===== src/rtl/apb_ratio_delayer.sv =====
// ----------------------------------------------------------------------------
// apb_ratio_delayer
//
// APB response delayer between the crossbar and a slow-peripheral model.
// Each transfer's device latency is measured in clock cycles (setup cycle
// included). The upstream transfer is then stretched to
// (latency * RATIO) >> FRAC_W cycles, which emulates a core clock that runs
// RATIO / 2^FRAC_W times faster than the device clock. The upstream transfer
// is never shorter than latency + 1 cycles, because the captured response is
// always replayed in its own RESP cycle.
//
// While the response is held back (HOLD) or replayed (RESP), psel/penable
// toward the device are forced low. The device therefore never sees a
// second access.
//
// Parameters:
//   ADDR_W  address width
//   DATA_W  data width (strobe width is DATA_W/8)
//   FRAC_W  fractional bits of RATIO
//   RATIO   unsigned fixed-point ratio with FRAC_W fractional bits
//           (48 with FRAC_W=4 is 3.0). Must be >= 1 << FRAC_W.
//   CNT_W   width of the latency and wait counters. Both saturate at
//           2^CNT_W-1 and never wrap.
//
// Ports:
//   clock                 sole clock, rising edge
//   reset                 asynchronous reset, active low
//   dly_bypass            (APB_RATIO_DELAYER_BYPASS_EN only) when high in
//                         IDLE, the device response passes straight through
//   in_paddr..in_pstrb    upstream APB request from the crossbar
//   in_pready/prdata/     delayed response to the crossbar
//   in_pslverr
//   out_paddr/pprot/      combinational copies of the upstream request
//   pwrite/pwdata/pstrb
//   out_psel/out_penable  upstream select/enable, gated by the FSM state
//   out_pready/prdata/    response from the device
//   out_pslverr
//
// Optional feature: define APB_RATIO_DELAYER_BYPASS_EN to add the dly_bypass
// input. When the macro is undefined, the delay is always applied.
// ----------------------------------------------------------------------------
module apb_ratio_delayer #(
    parameter int ADDR_W = 32,
    parameter int DATA_W = 32,
    parameter int FRAC_W = 4,
    parameter int RATIO  = 48,
    parameter int CNT_W  = 12
) (
    input  logic                  clock,
    input  logic                  reset,
`ifdef APB_RATIO_DELAYER_BYPASS_EN
    input  logic                  dly_bypass,
`endif
    // upstream (crossbar) side
    input  logic [ADDR_W-1:0]     in_paddr,
    input  logic                  in_psel,
    input  logic                  in_penable,
    input  logic [2:0]            in_pprot,
    input  logic                  in_pwrite,
    input  logic [DATA_W-1:0]     in_pwdata,
    input  logic [DATA_W/8-1:0]   in_pstrb,
    output logic                  in_pready,
    output logic [DATA_W-1:0]     in_prdata,
    output logic                  in_pslverr,
    // downstream (device) side
    output logic [ADDR_W-1:0]     out_paddr,
    output logic                  out_psel,
    output logic                  out_penable,
    output logic [2:0]            out_pprot,
    output logic                  out_pwrite,
    output logic [DATA_W-1:0]     out_pwdata,
    output logic [DATA_W/8-1:0]   out_pstrb,
    input  logic                  out_pready,
    input  logic [DATA_W-1:0]     out_prdata,
    input  logic                  out_pslverr
);

    // ------------------------------------------------------------------------
    // Arithmetic sizing. The ratio operand is at least CNT_W bits wide and
    // wide enough to hold RATIO itself. This keeps the full product of
    // latency * RATIO before the fixed-point shift, even when RATIO does not
    // fit in CNT_W bits.
    // ------------------------------------------------------------------------
    localparam int RATIO_BITS = $clog2(RATIO + 1);
    localparam int RATIO_W    = (RATIO_BITS > CNT_W) ? RATIO_BITS : CNT_W;
    localparam int PROD_W     = CNT_W + RATIO_W;

    localparam logic [CNT_W-1:0]  CNT_MAX  = '1;
    localparam logic [CNT_W-1:0]  CNT_ONE  = CNT_W'(1);
    localparam logic [PROD_W-1:0] RATIO_P  = PROD_W'(RATIO);
    localparam logic [PROD_W-1:0] CNT_MAXP = PROD_W'(CNT_MAX);

    typedef enum logic [1:0] {
        IDLE   = 2'd0,  // waiting for a setup cycle
        ACCESS = 2'd1,  // device owns the transfer, latency being measured
        HOLD   = 2'd2,  // response captured, stretching the transfer
        RESP   = 2'd3   // single-cycle replay of the captured response
    } state_t;

    state_t              state, state_nxt;
    logic [CNT_W-1:0]    lat_cnt, lat_nxt;
    logic [CNT_W-1:0]    wait_cnt, wait_nxt;
    logic [DATA_W-1:0]   rdata_buf;
    logic                err_buf;
    logic                capture;

    logic                bypass_active;

`ifdef APB_RATIO_DELAYER_BYPASS_EN
    // dly_bypass takes effect only in IDLE. A change in the middle of a
    // transfer waits until the FSM is back in IDLE.
    assign bypass_active = dly_bypass && (state == IDLE);
`else
    assign bypass_active = 1'b0;
`endif

    // ------------------------------------------------------------------------
    // Latency and wait computation for the capture cycle.
    // lat_inc is the latency including the current cycle, saturated so that
    // a very slow device cannot wrap the count.
    // ------------------------------------------------------------------------
    logic [CNT_W-1:0]  lat_inc;
    logic [PROD_W-1:0] product;
    logic [PROD_W-1:0] total;
    logic [PROD_W-1:0] lat_plus1;
    logic [PROD_W-1:0] wait_full;
    logic [CNT_W-1:0]  wait_sat;

    assign lat_inc   = (lat_cnt == CNT_MAX) ? lat_cnt : lat_cnt + CNT_ONE;
    assign product   = PROD_W'(lat_inc) * RATIO_P;
    assign total     = product >> FRAC_W;
    assign lat_plus1 = PROD_W'(lat_inc) + PROD_W'(1);

    // The capture cycle and the RESP cycle already account for lat + 1
    // cycles. Any remainder of 'total' is spent in HOLD. A ratio near 1.0
    // can make the remainder negative, so it is floored at zero.
    assign wait_full = (total > lat_plus1) ? (total - lat_plus1) : '0;
    assign wait_sat  = (wait_full > CNT_MAXP) ? CNT_MAX : wait_full[CNT_W-1:0];

    // ------------------------------------------------------------------------
    // State register
    // ------------------------------------------------------------------------
    // NOTE: sequential state uses non-blocking assignments only. Every
    // register then updates from the values of the previous cycle,
    // regardless of the order of the statements.
    always_ff @(posedge clock or negedge reset) begin
        if (!reset) begin
            state    <= IDLE;
            lat_cnt  <= '0;
            wait_cnt <= '0;
        end else begin
            state    <= state_nxt;
            lat_cnt  <= lat_nxt;
            wait_cnt <= wait_nxt;
        end
    end

    // ------------------------------------------------------------------------
    // Response buffer. It is loaded only in the capture cycle and keeps its
    // contents across an abort.
    // ------------------------------------------------------------------------
    // NOTE: the response buffer is an ordinary register, not a memory. It is
    // cleared on reset so that a replay can never expose stale data from
    // before reset.
    always_ff @(posedge clock or negedge reset) begin
        if (!reset) begin
            rdata_buf <= '0;
            err_buf   <= 1'b0;
        end else if (capture) begin
            rdata_buf <= out_prdata;
            err_buf   <= out_pslverr;
        end
    end

    // ------------------------------------------------------------------------
    // Next-state logic
    // ------------------------------------------------------------------------
    // NOTE: every signal driven here gets a default first. A path that
    // forgets an assignment then keeps the default, and no latch is
    // inferred.
    always_comb begin
        state_nxt = state;
        lat_nxt   = lat_cnt;
        wait_nxt  = wait_cnt;
        capture   = 1'b0;

        unique case (state)
            IDLE: begin
                // A setup cycle, or an access that skipped setup, starts
                // the measurement. The cycle in progress counts as
                // latency 1.
                if (in_psel && !bypass_active) begin
                    lat_nxt   = CNT_ONE;
                    state_nxt = ACCESS;
                end
            end

            ACCESS: begin
                if (!in_psel) begin
                    state_nxt = IDLE;
                end else begin
                    lat_nxt = lat_inc;
                    if (out_pready && in_penable) begin
                        capture = 1'b1;
                        if (wait_sat == '0) begin
                            state_nxt = RESP;
                        end else begin
                            wait_nxt  = wait_sat;
                            state_nxt = HOLD;
                        end
                    end
                end
            end

            HOLD: begin
                if (!in_psel) begin
                    state_nxt = IDLE;
                end else begin
                    wait_nxt = wait_cnt - CNT_ONE;
                    if (wait_cnt == CNT_ONE) begin
                        state_nxt = RESP;
                    end
                end
            end

            RESP: begin
                // Exactly one cycle. If the crossbar starts a new setup
                // right after the response, IDLE picks it up in the next
                // cycle.
                state_nxt = IDLE;
            end

            default: begin
                state_nxt = IDLE;
            end
        endcase
    end

    // ------------------------------------------------------------------------
    // Downstream request: copies of the upstream request, except select and
    // enable. Those are blocked in HOLD/RESP and while reset is low.
    // ------------------------------------------------------------------------
    logic dev_gate;

    assign dev_gate    = reset && ((state == IDLE) || (state == ACCESS));

    assign out_paddr   = in_paddr;
    assign out_pprot   = in_pprot;
    assign out_pwrite  = in_pwrite;
    assign out_pwdata  = in_pwdata;
    assign out_pstrb   = in_pstrb;
    assign out_psel    = in_psel    && dev_gate;
    assign out_penable = in_penable && dev_gate;

    // ------------------------------------------------------------------------
    // Upstream response: the buffer is replayed only in RESP. All response
    // outputs are zero otherwise, unless bypass passes the device straight
    // through while the FSM is IDLE.
    // ------------------------------------------------------------------------
    logic resp_cycle;
    logic pass_through;

    assign resp_cycle   = reset && (state == RESP);
    assign pass_through = reset && bypass_active;

    always_comb begin
        in_pready  = 1'b0;
        in_prdata  = '0;
        in_pslverr = 1'b0;
        if (pass_through) begin
            in_pready  = out_pready;
            in_prdata  = out_prdata;
            in_pslverr = out_pslverr;
        end else if (resp_cycle) begin
            in_pready  = 1'b1;
            in_prdata  = rdata_buf;
            in_pslverr = err_buf;
        end
    end

endmodule


===== config.mk =====
export PLATFORM = sky130hd
export DESIGN_NAME = apb_ratio_delayer
export DESIGN_NICKNAME = d
export VERILOG_FILES = /design/src/rtl/apb_ratio_delayer.sv
export SDC_FILE = /design/constraint.sdc
export NUM_CORES = 1
export LEC_CHECK = 0
export ABC_AREA = 1
export BUFFER_PORTS_ARGS = -buffer_cell sky130_fd_sc_hd__buf_2
export CAP_MARGIN = 40
export CORE_ASPECT_RATIO = 1.1
export CORE_UTILIZATION = 49
export DETAILED_ROUTE_END_ITERATION = 8
export GPL_ROUTABILITY_DRIVEN = 0
export HOLD_SLACK_MARGIN = 0.12
export PLACE_DENSITY = 0.93
export SLEW_MARGIN = 10
export SYNTH_ARGS = -nofsm -noshare
export SYNTH_HDL_FRONTEND = slang
export SYNTH_SLANG_ARGS = --single-unit

===== constraint.sdc =====
create_clock -name clock -period 4.7 [get_ports clock]
set_input_delay 0.705 -clock clock [delete_from_list [all_inputs] [get_ports clock]]
set_output_delay 0.705 -clock clock [all_outputs]
set_load 0.005 [all_outputs]

==> results of run 1 <==
## report_power, final
part	total, mW	switching [mW]	internal [mW]
clock network	0.576	0.208	0.367
logic	3.40	2.19	1.21
registers	0.837	0.112	0.725
## cells in the final DEF, fill, tap and decap left out, types with 10 or more instances in the layout
| cell | count |
|---|---|
| buf_2 | 73 |
| ha_1 | 19 |
| a21oi_1 | 57 |
| nand3_2 | 10 |
| nand2_1 | 112 |
| o21ai_0 | 23 |
| dfrtp_1 | 59 |
| nand2_2 | 14 |
| nand3_1 | 40 |
| inv_1 | 92 |
| clkbuf_8 | 10 |
| xor2_1 | 19 |
| nor2_1 | 101 |
## tightest hold or removal path: cells and delay by family (launching register included)
family / cells / cell delay, ps
flip-flops: 1 / 360
AND/OR/NAND/NOR: 2 / 110
## what timing repair did
action,CTS,global route
gates resized for setup,0,20
buffers inserted,0,3
setup endpoints to repair,0,12
## stage by stage
stage	power [mW]	setup TNS [ps]	util	hold slack, ps
after detailed placement	4.03	0	0.513	489
after global routing	5.32	-902	0.547	532
final	4.81	0	0.547	506
after global placement	3.94	0	0.509	485
after CTS	4.68	0	0.537	509
after floorplan	3.51	0	-	409
## flip-flops by register name, indices dropped and copies added, names as in the netlist
register / cells
err_buf: 1
lat_cnt: 12
rdata_buf: 32
state: 2
wait_cnt: 12
## cells by family after synthesis
logic type,share of synthesized area
compound gates,0.117
xor+xnor,0.0457
fa+ha+maj,0.0598
buf+inv,0.192
flops,0.287
simple gates,0.300
## cell type report
class | count | share of cell area
clock inverters | 6 | 0.0203
repair buffers | 83 | 0.0840
multi-input cells | 483 | 0.504
flip-flops and latches | 59 | 0.269
well taps | 140 | 0.0319
clock buffers | 10 | 0.0251
inverters | 96 | 0.0657
## routing by layer
layer	global-route usage	up-vias	share of wire
met2	0.359	127	0.51
met3	0.0540	35	0.053
met1	0.249	2088	0.42
met4	0.102	0	0.022
met5	0	-	0
li1	-	2250	-
## how the worst min path moves through the flow
stage	start	end	slack, ps	cells past startpoint
final	wait_cnt[5]$_DFFE_PN0P_	wait_cnt[5]$_DFFE_PN0P_	510	2
after global routing	wait_cnt[5]$_DFFE_PN0P_	wait_cnt[5]$_DFFE_PN0P_	530	2
after CTS	wait_cnt[5]$_DFFE_PN0P_	wait_cnt[5]$_DFFE_PN0P_	510	2
after detailed placement	wait_cnt[5]$_DFFE_PN0P_	wait_cnt[5]$_DFFE_PN0P_	490	2
after global placement	wait_cnt[5]$_DFFE_PN0P_	wait_cnt[5]$_DFFE_PN0P_	480	2
after floorplan	reset	err_buf$_DFFE_PN0P_	410	0
==> impl_metrics.env, run 1 <==
export IMPL_synth_edff_count=0
export IMPL_critical_path_max_stage_delay_ps=410
export IMPL_drive_gt1_frac=0.224
export IMPL_overflow=0
export IMPL_nets=866
export IMPL_worstPathArrival_ps=4700
export IMPL_hold_path_class="flop to flop"
export IMPL_synth_fp_nets=860
export IMPL_ir_drop_v=0.000562
export IMPL_yosys_warnings=0
export IMPL_ys_ff_latch=59
export IMPL_synth_common_cells="nand2_1, nor2_1, inv_1"
export IMPL_crit_start="lat_cnt[0]$_DFFE_PN0P_"
export IMPL_worst_path_buf_inv=3
export IMPL_clk_pin_slew_worst_paths_ps=70
export IMPL_max_freq_mhz=226
export IMPL_grt_pass1_wl_um=18500
export IMPL_postRouteAntennaNets=0
export IMPL_slew_violations=0
export IMPL_crit_fanout=13
export IMPL_post_place_cells=858
export IMPL_status="finished, final reports clean"
export IMPL_rrSetupSlack_ps=280
export IMPL_grt_usage=0.211
export IMPL_ys_seq_area_frac=0.287
export IMPL_drv_cap=0
export IMPL_rows=38
export IMPL_worst_pin_slew_ps=914
export IMPL_dieArea_um2=10900
export IMPL_n_antenna_cell=0
export IMPL_cp_endpoint="wait_cnt[8]$_DFFE_PN0P_"
export IMPL_grt_max_degree=65
export IMPL_critPathKind="flop to flop"
export IMPL_finalWirelength_um=11600
export IMPL_syn_to_final_growth_pct=6.44
export IMPL_dp_slack_ps=89.2
export IMPL_io_pin_count=218
export IMPL_slowest_stage="dfrtp_1"
export IMPL_startpoint_type="flop"
export IMPL_avgRoutedWirePerCell_um=13.3
export IMPL_vias_per_cell=5.13
export IMPL_synth_largest_area_cell="dfrtp_1"
export IMPL_fp_dieW_um=99.8
export IMPL_synth_top_cell_area_share=0.287
export IMPL_yosysMostFrequentCell="nand2_1"
export IMPL_yosys_top_cells_area="dfrtp_1, buf_4, nand2_1"
export IMPL_finClkSkew_ps=6.52
export IMPL_max_slew_margin=0.389
export IMPL_grt_pass1_vias=4188
export IMPL_cts_tree="done"
export IMPL_drt_iter0_drc=310
export IMPL_r2r_end="wait_cnt[8]$_DFFE_PN0P_"
export IMPL_dominantRegCellSynth="dfrtp_1"
export IMPL_r2r_start="lat_cnt[0]$_DFFE_PN0P_"
export IMPL_stdcell_area_um2=5480
export IMPL_cts_sinks=59
export IMPL_portBuffers=73
export IMPL_finalWorstSetupSlack_ps=281
export IMPL_initial_utilization=0.513
export IMPL_avgSynthCellArea_um2=7.10
export IMPL_final_fill_count=857
export IMPL_cp_depth=27
export IMPL_r2r_cells=27
export IMPL_dp_hpwl_um=8470
export IMPL_h_tree_depth=3
export IMPL_postSynth_asyncResetShare=1.00
export IMPL_die_y_um=110
export IMPL_clkLatencyLatePin_ps=340
export IMPL_placed_area_um2=5140
export IMPL_cts_inserted_buffers=9
export IMPL_min_period_ps=4420
export IMPL_worst_ep_required_time_ps=4980
export IMPL_cp_top_family="simple AND/OR/NAND/NOR gates"
export IMPL_multi_input_area_um2=2760
export IMPL_synth_cell_types=44
export IMPL_finalHoldViolCount=0
export IMPL_final_cells=877
export IMPL_dr_pass1_iters=6
export IMPL_regArea_um2=1480
export IMPL_hold_buffers=0
export IMPL_cp_end_kind="flop"
export IMPL_antenna_found_initial=0
export IMPL_power_density_nw_per_um2=877
export IMPL_clockRootBuffer="clkbuf_8"
export IMPL_drc=0
export IMPL_coreArea_um2=10000
export IMPL_p_leak_nw=3.01
export IMPL_setup_violations=0
export IMPL_clockBufferDepth=2
export IMPL_vias=4500
export IMPL_crit_top_cell="nand2_1"
export IMPL_syn_area_um2=5150
export IMPL_fin_crit_sh=0.940
export IMPL_netlist_instances=726
No activity file was read; power rests on OpenSTA's default activity.
==> run 2, diff against run 1 <==
--- a/config.mk
+++ b/config.mk
@@ -6,14 +6,15 @@
 export NUM_CORES = 1
 export LEC_CHECK = 0
 export ABC_AREA = 1
-export BUFFER_PORTS_ARGS = -buffer_cell sky130_fd_sc_hd__buf_2
 export CAP_MARGIN = 40
 export CORE_ASPECT_RATIO = 1.1
-export CORE_UTILIZATION = 49
+export CORE_UTILIZATION = 50
 export DETAILED_ROUTE_END_ITERATION = 8
+export DONT_BUFFER_PORTS = 1
 export GPL_ROUTABILITY_DRIVEN = 0
 export HOLD_SLACK_MARGIN = 0.12
-export PLACE_DENSITY = 0.93
+export PLACE_DENSITY = 0.76
+export RECOVER_POWER = 100
 export SLEW_MARGIN = 10
 export SYNTH_ARGS = -nofsm -noshare
 export SYNTH_HDL_FRONTEND = slang
==> run 2 against run 1 <==
The flow now finishes with violations (capacitance limit, slew limit). Cell count is 11% lower. Critical path depth unchanged. Fmax grew 0.43%. Clock power shrank 12%. Highest routed layer unchanged.
==> impl_metrics.env, run 2 (synthesis results as in run 1) <==
export IMPL_finClkSkew_ps=7.31
export IMPL_hold_depth=2
export IMPL_multi_input_area_um2=2770
export IMPL_critPathKind="flop to flop"
export IMPL_dr_pass1_iters=5
export IMPL_power_total_mw=4.63
export IMPL_largest_reg_flops=32
export IMPL_largest_register="rdata_buf"
export IMPL_h_tree_depth=3
export IMPL_r2r_start="lat_cnt[0]$_DFFE_PN0P_"
export IMPL_drt_iter0_drc=314
export IMPL_max_freq_mhz=227
export IMPL_slew_violations=127
export IMPL_reg_top3="rdata_buf: 32 flops, lat_cnt: 12 flops, wait_cnt: 12 flops"
export IMPL_final_cell_mix="nand2_1, nor2_1, inv_1, dfrtp_1, a21oi_1"
export IMPL_antenna_found_initial=0
export IMPL_cts_tree="done"
export IMPL_r2r_cells=27
export IMPL_mostFrequentLayoutCell="nand2_1"
export IMPL_initial_utilization=0.518
export IMPL_portBuffers=0
export IMPL_clockBufferDepth=2
export IMPL_p_leak_nw=2.64
export IMPL_cts_inserted_buffers=9
export IMPL_final_cells=784
export IMPL_power_density_nw_per_um2=916
export IMPL_failed_checks="capacitance limit, slew limit"
export IMPL_fin_util=0.508
export IMPL_coreArea_um2=9940
export IMPL_finalWirelength_um=10900
export IMPL_postRouteAntennaNets=0
export IMPL_vias_per_cell=5.44
export IMPL_finalWorstSetupSlack_ps=300
export IMPL_max_slew_margin=-1.05
export IMPL_r2r_end="wait_cnt[5]$_DFFE_PN0P_"
export IMPL_cts_sinks=59
export IMPL_nets=795
export IMPL_clkLatencyLatePin_ps=330
export IMPL_overflow=0
export IMPL_vias=4266
export IMPL_worst_hold_path_endpoint="wait_cnt[5]$_DFFE_PN0P_"
export IMPL_grt_pass1_vias=3866
export IMPL_grt_usage=0.202
export IMPL_drive_gt1_frac=0.131
export IMPL_die_y_um=108
export IMPL_post_place_cells=764
export IMPL_dieArea_um2=10700
export IMPL_worst_pin_slew_ps=3070
export IMPL_clockRootBuffer="clkbuf_8"
export IMPL_final_fill_count=947
export IMPL_worstPathArrival_ps=4630
export IMPL_crit_fanout=10
export IMPL_fp_dieW_um=98.8
export IMPL_syn_to_final_growth_pct=-1.94
export IMPL_fin_crit_sh=0.936
export IMPL_dp_hpwl_um=8100
export IMPL_drc=0
export IMPL_status="finished, violations left"
export IMPL_setup_violations=0
export IMPL_io_pin_count=218
export IMPL_regArea_um2=1480
export IMPL_rows=38
export IMPL_cp_end_kind="flop"
export IMPL_hp_start="wait_cnt[5]$_DFFE_PN0P_"
export IMPL_setup_tns_ps=0
export IMPL_drv_cap=2
export IMPL_grt_pass1_wl_um=17200
export IMPL_finalHoldViolCount=0
export IMPL_startpoint_type="flop"
export IMPL_rrSetupSlack_ps=300
export IMPL_avgRoutedWirePerCell_um=13.8
export IMPL_min_period_ps=4400
export IMPL_worst_ep_required_time_ps=4930
export IMPL_clk_pin_slew_worst_paths_ps=60
export IMPL_dp_slack_ps=91.1
export IMPL_hold_path_class="flop to flop"
export IMPL_grt_max_degree=67
export IMPL_ir_drop_v=0.000477
export IMPL_n_antenna_cell=0
run 2: final cells by class:
class	count	share of cell area
clock buffers	12	0.0307
clock inverters	2	0.0119
inverters	96	0.0713
multi-input cells	483	0.548
flip-flops and latches	59	0.292
well taps	120	0.0297
repair buffers	12	0.0163
run 2: worst max-delay path by stage:
stage	to	slack, ps	cells past startpoint	start
2_1_floorplan	wait_cnt[5]$_DFFE_PN0P_	530	30	lat_cnt[0]$_DFFE_PN0P_
3_3_place_gp	wait_cnt[8]$_DFFE_PN0P_	240	27	lat_cnt[0]$_DFFE_PN0P_
3_5_place_dp	wait_cnt[8]$_DFFE_PN0P_	90	27	lat_cnt[0]$_DFFE_PN0P_
4_1_cts	wait_cnt[8]$_DFFE_PN0P_	60	27	lat_cnt[0]$_DFFE_PN0P_
5_1_grt	wait_cnt[5]$_DFFE_PN0P_	-30	27	lat_cnt[1]$_DFFE_PN0P_
6_report	wait_cnt[5]$_DFFE_PN0P_	300	27	lat_cnt[0]$_DFFE_PN0P_
run 2: repair_timing:
item / 4_1_cts / 5_1_grt
hold buffers: 1 / 0
endpoints found under the setup margin: 0 / 13
hold endpoints to repair: 59 / 0
setup buffers: 0 / 5
gates resized for setup: 0 / 21
run 2: metal layers:
| layer | part of all wire | vias up | track usage |
|---|---|---|---|
| met2 | 0.47 | 190 | 0.349 |
| met3 | 0.066 | 35 | 0.0543 |
| li1 | - | 2108 | - |
| met5 | 0 | - | 0 |
| met4 | 0.031 | 0 | 0.0928 |
| met1 | 0.44 | 1933 | 0.235 |
run 2: report_power, final:
group	total, mW	leakage, nW	internal (mW)	switching (mW)
Clock	0.505	0.109	0.322	0.184
Combinational	3.29	1.85	1.16	2.12
Sequential	0.835	0.691	0.726	0.109
Total	4.63	2.64	2.21	2.41
run 2: per-stage QoR:
stage               hold WS (ps)  cell area, um^2
finish                       503             5050
global route                 523             5050
CTS                          211             4970
detailed placement           410             4720
global placement             410             4720
floorplan                    409             5150
run 2: worst max-delay path, stage by stage (launching register included):
cell and delay, ps:
dfrtp_1 390, ha_1 200, inv_1 100, nor2_8 150, nand3_4 160, nand2_1 150
nand2_4 110, nand2_4 100, inv_1 50, fa_1 390, nand3_1 80, and2_1 160
inv_1 90, a21oi_2 190, o21ai_1 120, a21oi_1 190, xnor2_1 220, ha_4 290
a21oi_1 180, o21ai_0 140, a21oi_1 180, nand3b_1 120, nand2_1 80, nand2_1 80
nand2_2 120, nand3_1 110, nand3_2 100, nand2_1 50
==> run 3, diff against run 2 <==
--- a/config.mk
+++ b/config.mk
@@ -7,12 +7,11 @@
 export LEC_CHECK = 0
 export ABC_AREA = 1
 export CAP_MARGIN = 40
-export CORE_ASPECT_RATIO = 1.1
+export CORE_ASPECT_RATIO = 0.8
 export CORE_UTILIZATION = 50
 export DETAILED_ROUTE_END_ITERATION = 8
 export DONT_BUFFER_PORTS = 1
 export GPL_ROUTABILITY_DRIVEN = 0
-export HOLD_SLACK_MARGIN = 0.12
 export PLACE_DENSITY = 0.76
 export RECOVER_POWER = 100
 export SLEW_MARGIN = 10
==> run 3 against run 2 <==
The run now ends clean. Sequential power up 0.7%. Setup slack improved by 15 ps. Clock power grew 23%. Total power grew 3.0%. Core utilization is 1.6 points higher. Die area hardly changed. Critical path type unchanged. Critical endpoint is now wait_cnt[0]$_DFFE_PN0P_.
==> impl_metrics.env, run 3 (synthesis results as in run 1) <==
export IMPL_status="finished, final reports clean"
export IMPL_max_slew_margin=0.0201
export IMPL_hold_buffers=0
export IMPL_avgRoutedWirePerCell_um=14.9
export IMPL_h_tree_depth=3
export IMPL_setup_tns_ps=0
export IMPL_grt_usage=0.233
export IMPL_largest_reg_flops=32
export IMPL_reg_top3="rdata_buf: 32 flops, lat_cnt: 12 flops, wait_cnt: 12 flops"
export IMPL_cts_sinks=59
export IMPL_clkLatencyLatePin_ps=340
export IMPL_max_freq_mhz=228
export IMPL_clk_pin_slew_worst_paths_ps=60
export IMPL_antenna_found_initial=0
export IMPL_finClkSkew_ps=6.01
export IMPL_r2r_start="lat_cnt[1]$_DFFE_PN0P_"
export IMPL_drive_gt1_frac=0.135
export IMPL_portBuffers=0
export IMPL_mostFrequentLayoutCell="nand2_1"
export IMPL_power_total_mw=4.76
export IMPL_rows=32
export IMPL_initial_utilization=0.525
export IMPL_r2r_cells=25
export IMPL_stdcell_area_um2=5140
export IMPL_cp_endpoint="wait_cnt[0]$_DFFE_PN0P_"
export IMPL_io_pin_count=218
export IMPL_drt_iter0_drc=284
export IMPL_worst_path_buf_inv=3
export IMPL_crit_top_cell="nand2_1"
export IMPL_critPathKind="flop to flop"
export IMPL_cp_depth=25
export IMPL_fin_crit_sh=0.933
export IMPL_postRouteAntennaNets=0
export IMPL_largest_register="rdata_buf"
export IMPL_cp_end_kind="flop"
export IMPL_cts_inserted_buffers=9
export IMPL_placed_area_um2=4790
export IMPL_grt_pass1_wl_um=19400
export IMPL_nets=798
export IMPL_vias=4370
export IMPL_cp_top_family="compound AO/OA/AOI/OAI gates"
export IMPL_r2r_end="wait_cnt[0]$_DFFE_PN0P_"
export IMPL_final_cell_mix="nand2_1, nor2_1, inv_1, dfrtp_1, a21oi_1"
export IMPL_worst_pin_slew_ps=1470
export IMPL_finalWirelength_um=12000
export IMPL_grt_pass1_vias=4096
export IMPL_clockBufferDepth=2
export IMPL_worstPathArrival_ps=4590
export IMPL_dr_pass1_iters=5
export IMPL_cts_tree="done"
export IMPL_crit_fanout=13
export IMPL_clockRootBuffer="clkbuf_16"
export IMPL_power_density_nw_per_um2=926
export IMPL_worst_ep_required_time_ps=4900
export IMPL_dieArea_um2=10700
export IMPL_drv_cap=0
export IMPL_min_period_ps=4380
export IMPL_dp_hpwl_um=9450
export IMPL_setup_violations=0
export IMPL_slew_violations=0
export IMPL_p_leak_nw=2.67
export IMPL_hold_path_class="input port to async pin"
export IMPL_n_antenna_cell=0
export IMPL_rrSetupSlack_ps=320
export IMPL_drc=0
export IMPL_hold_ws_ps=60.4
export IMPL_slowest_stage="dfrtp_1"
export IMPL_overflow=0
export IMPL_crit_start="lat_cnt[1]$_DFFE_PN0P_"
export IMPL_ir_drop_v=0.000473
export IMPL_vias_per_cell=5.43
export IMPL_finalHoldViolCount=0
export IMPL_critical_path_max_stage_delay_ps=390
export IMPL_syn_to_final_growth_pct=-0.146
export IMPL_die_y_um=92.8
export IMPL_startpoint_type="flop"
export IMPL_grt_max_degree=62
export IMPL_fp_dieW_um=115
export IMPL_coreArea_um2=9810
## run 3: metrics by stage
| stage | std cells | util | worst slack (ps) |
|---|---|---|---|
| CTS | 801 | 0.517 | 64.3 |
| global placement | 783 | 0.486 | 309 |
| floorplan | 726 | - | 528 |
| detailed placement | 785 | 0.488 | 72.5 |
| global route | 805 | 0.524 | -20.2 |
| finish | 805 | 0.524 | 315 |
## run 3: area by class of cell
class,instances,area [um^2]
clock buffers,9,225
clock inverters,7,60.1
fillers,892,4670
inverters,96,360
multi-input cells,483,2750
flip-flops and latches,59,1480
well taps,136,170
repair buffers,15,97.6
## run 3: report_power, final
group,leakage [nW],switching [mW],internal (mW),total (mW)
sequential,0.691,0.115,0.726,0.841
combinational,1.85,2.12,1.18,3.30
clock,0.131,0.256,0.364,0.620
## run 3: worst min path at each step
stage,startpoint,slack (ps),to,depth (start not counted)
finish,reset,60,lat_cnt[11]$_DFFE_PN0P_,0
global route,reset,50,lat_cnt[10]$_DFFE_PN0P_,0
CTS,reset,50,lat_cnt[10]$_DFFE_PN0P_,0
detailed placement,reset,410,lat_cnt[10]$_DFFE_PN0P_,0
global placement,reset,410,lat_cnt[10]$_DFFE_PN0P_,0
floorplan,reset,410,err_buf$_DFFE_PN0P_,0
## run 3: timing repair
item	in CTS	in global routing
endpoints found under the hold margin	0	0
resized for setup	0	21
setup buffers	0	4
setup endpoints to repair	0	12
## run 3: worst reg2reg max path, cell delays in order, from the launching register on
cell,delay (ps)
dfrtp_1,390
ha_1,200
inv_1,100
nor2_8,150
nand3_4,130
nand2_1,100
nand2_2,120
ha_1,350
nand2_1,60
o21ai_0,330
buf_4,190
nand2_1,40
nand3_1,70
nand2_1,60
xor2_1,150
ha_1,370
a21oi_1,270
o21ai_0,180
a21oi_2,210
nand2_4,80
nand3_4,90
nand2_8,90
o21ai_2,180
inv_2,160
nand2_1,90
o21ai_0,90
## run 3: layer usage
layer  wire, um  global-route usage
met1       5010               0.286
met2       5610               0.359
met3        855              0.0661
met4        544               0.145
met5          0                   0
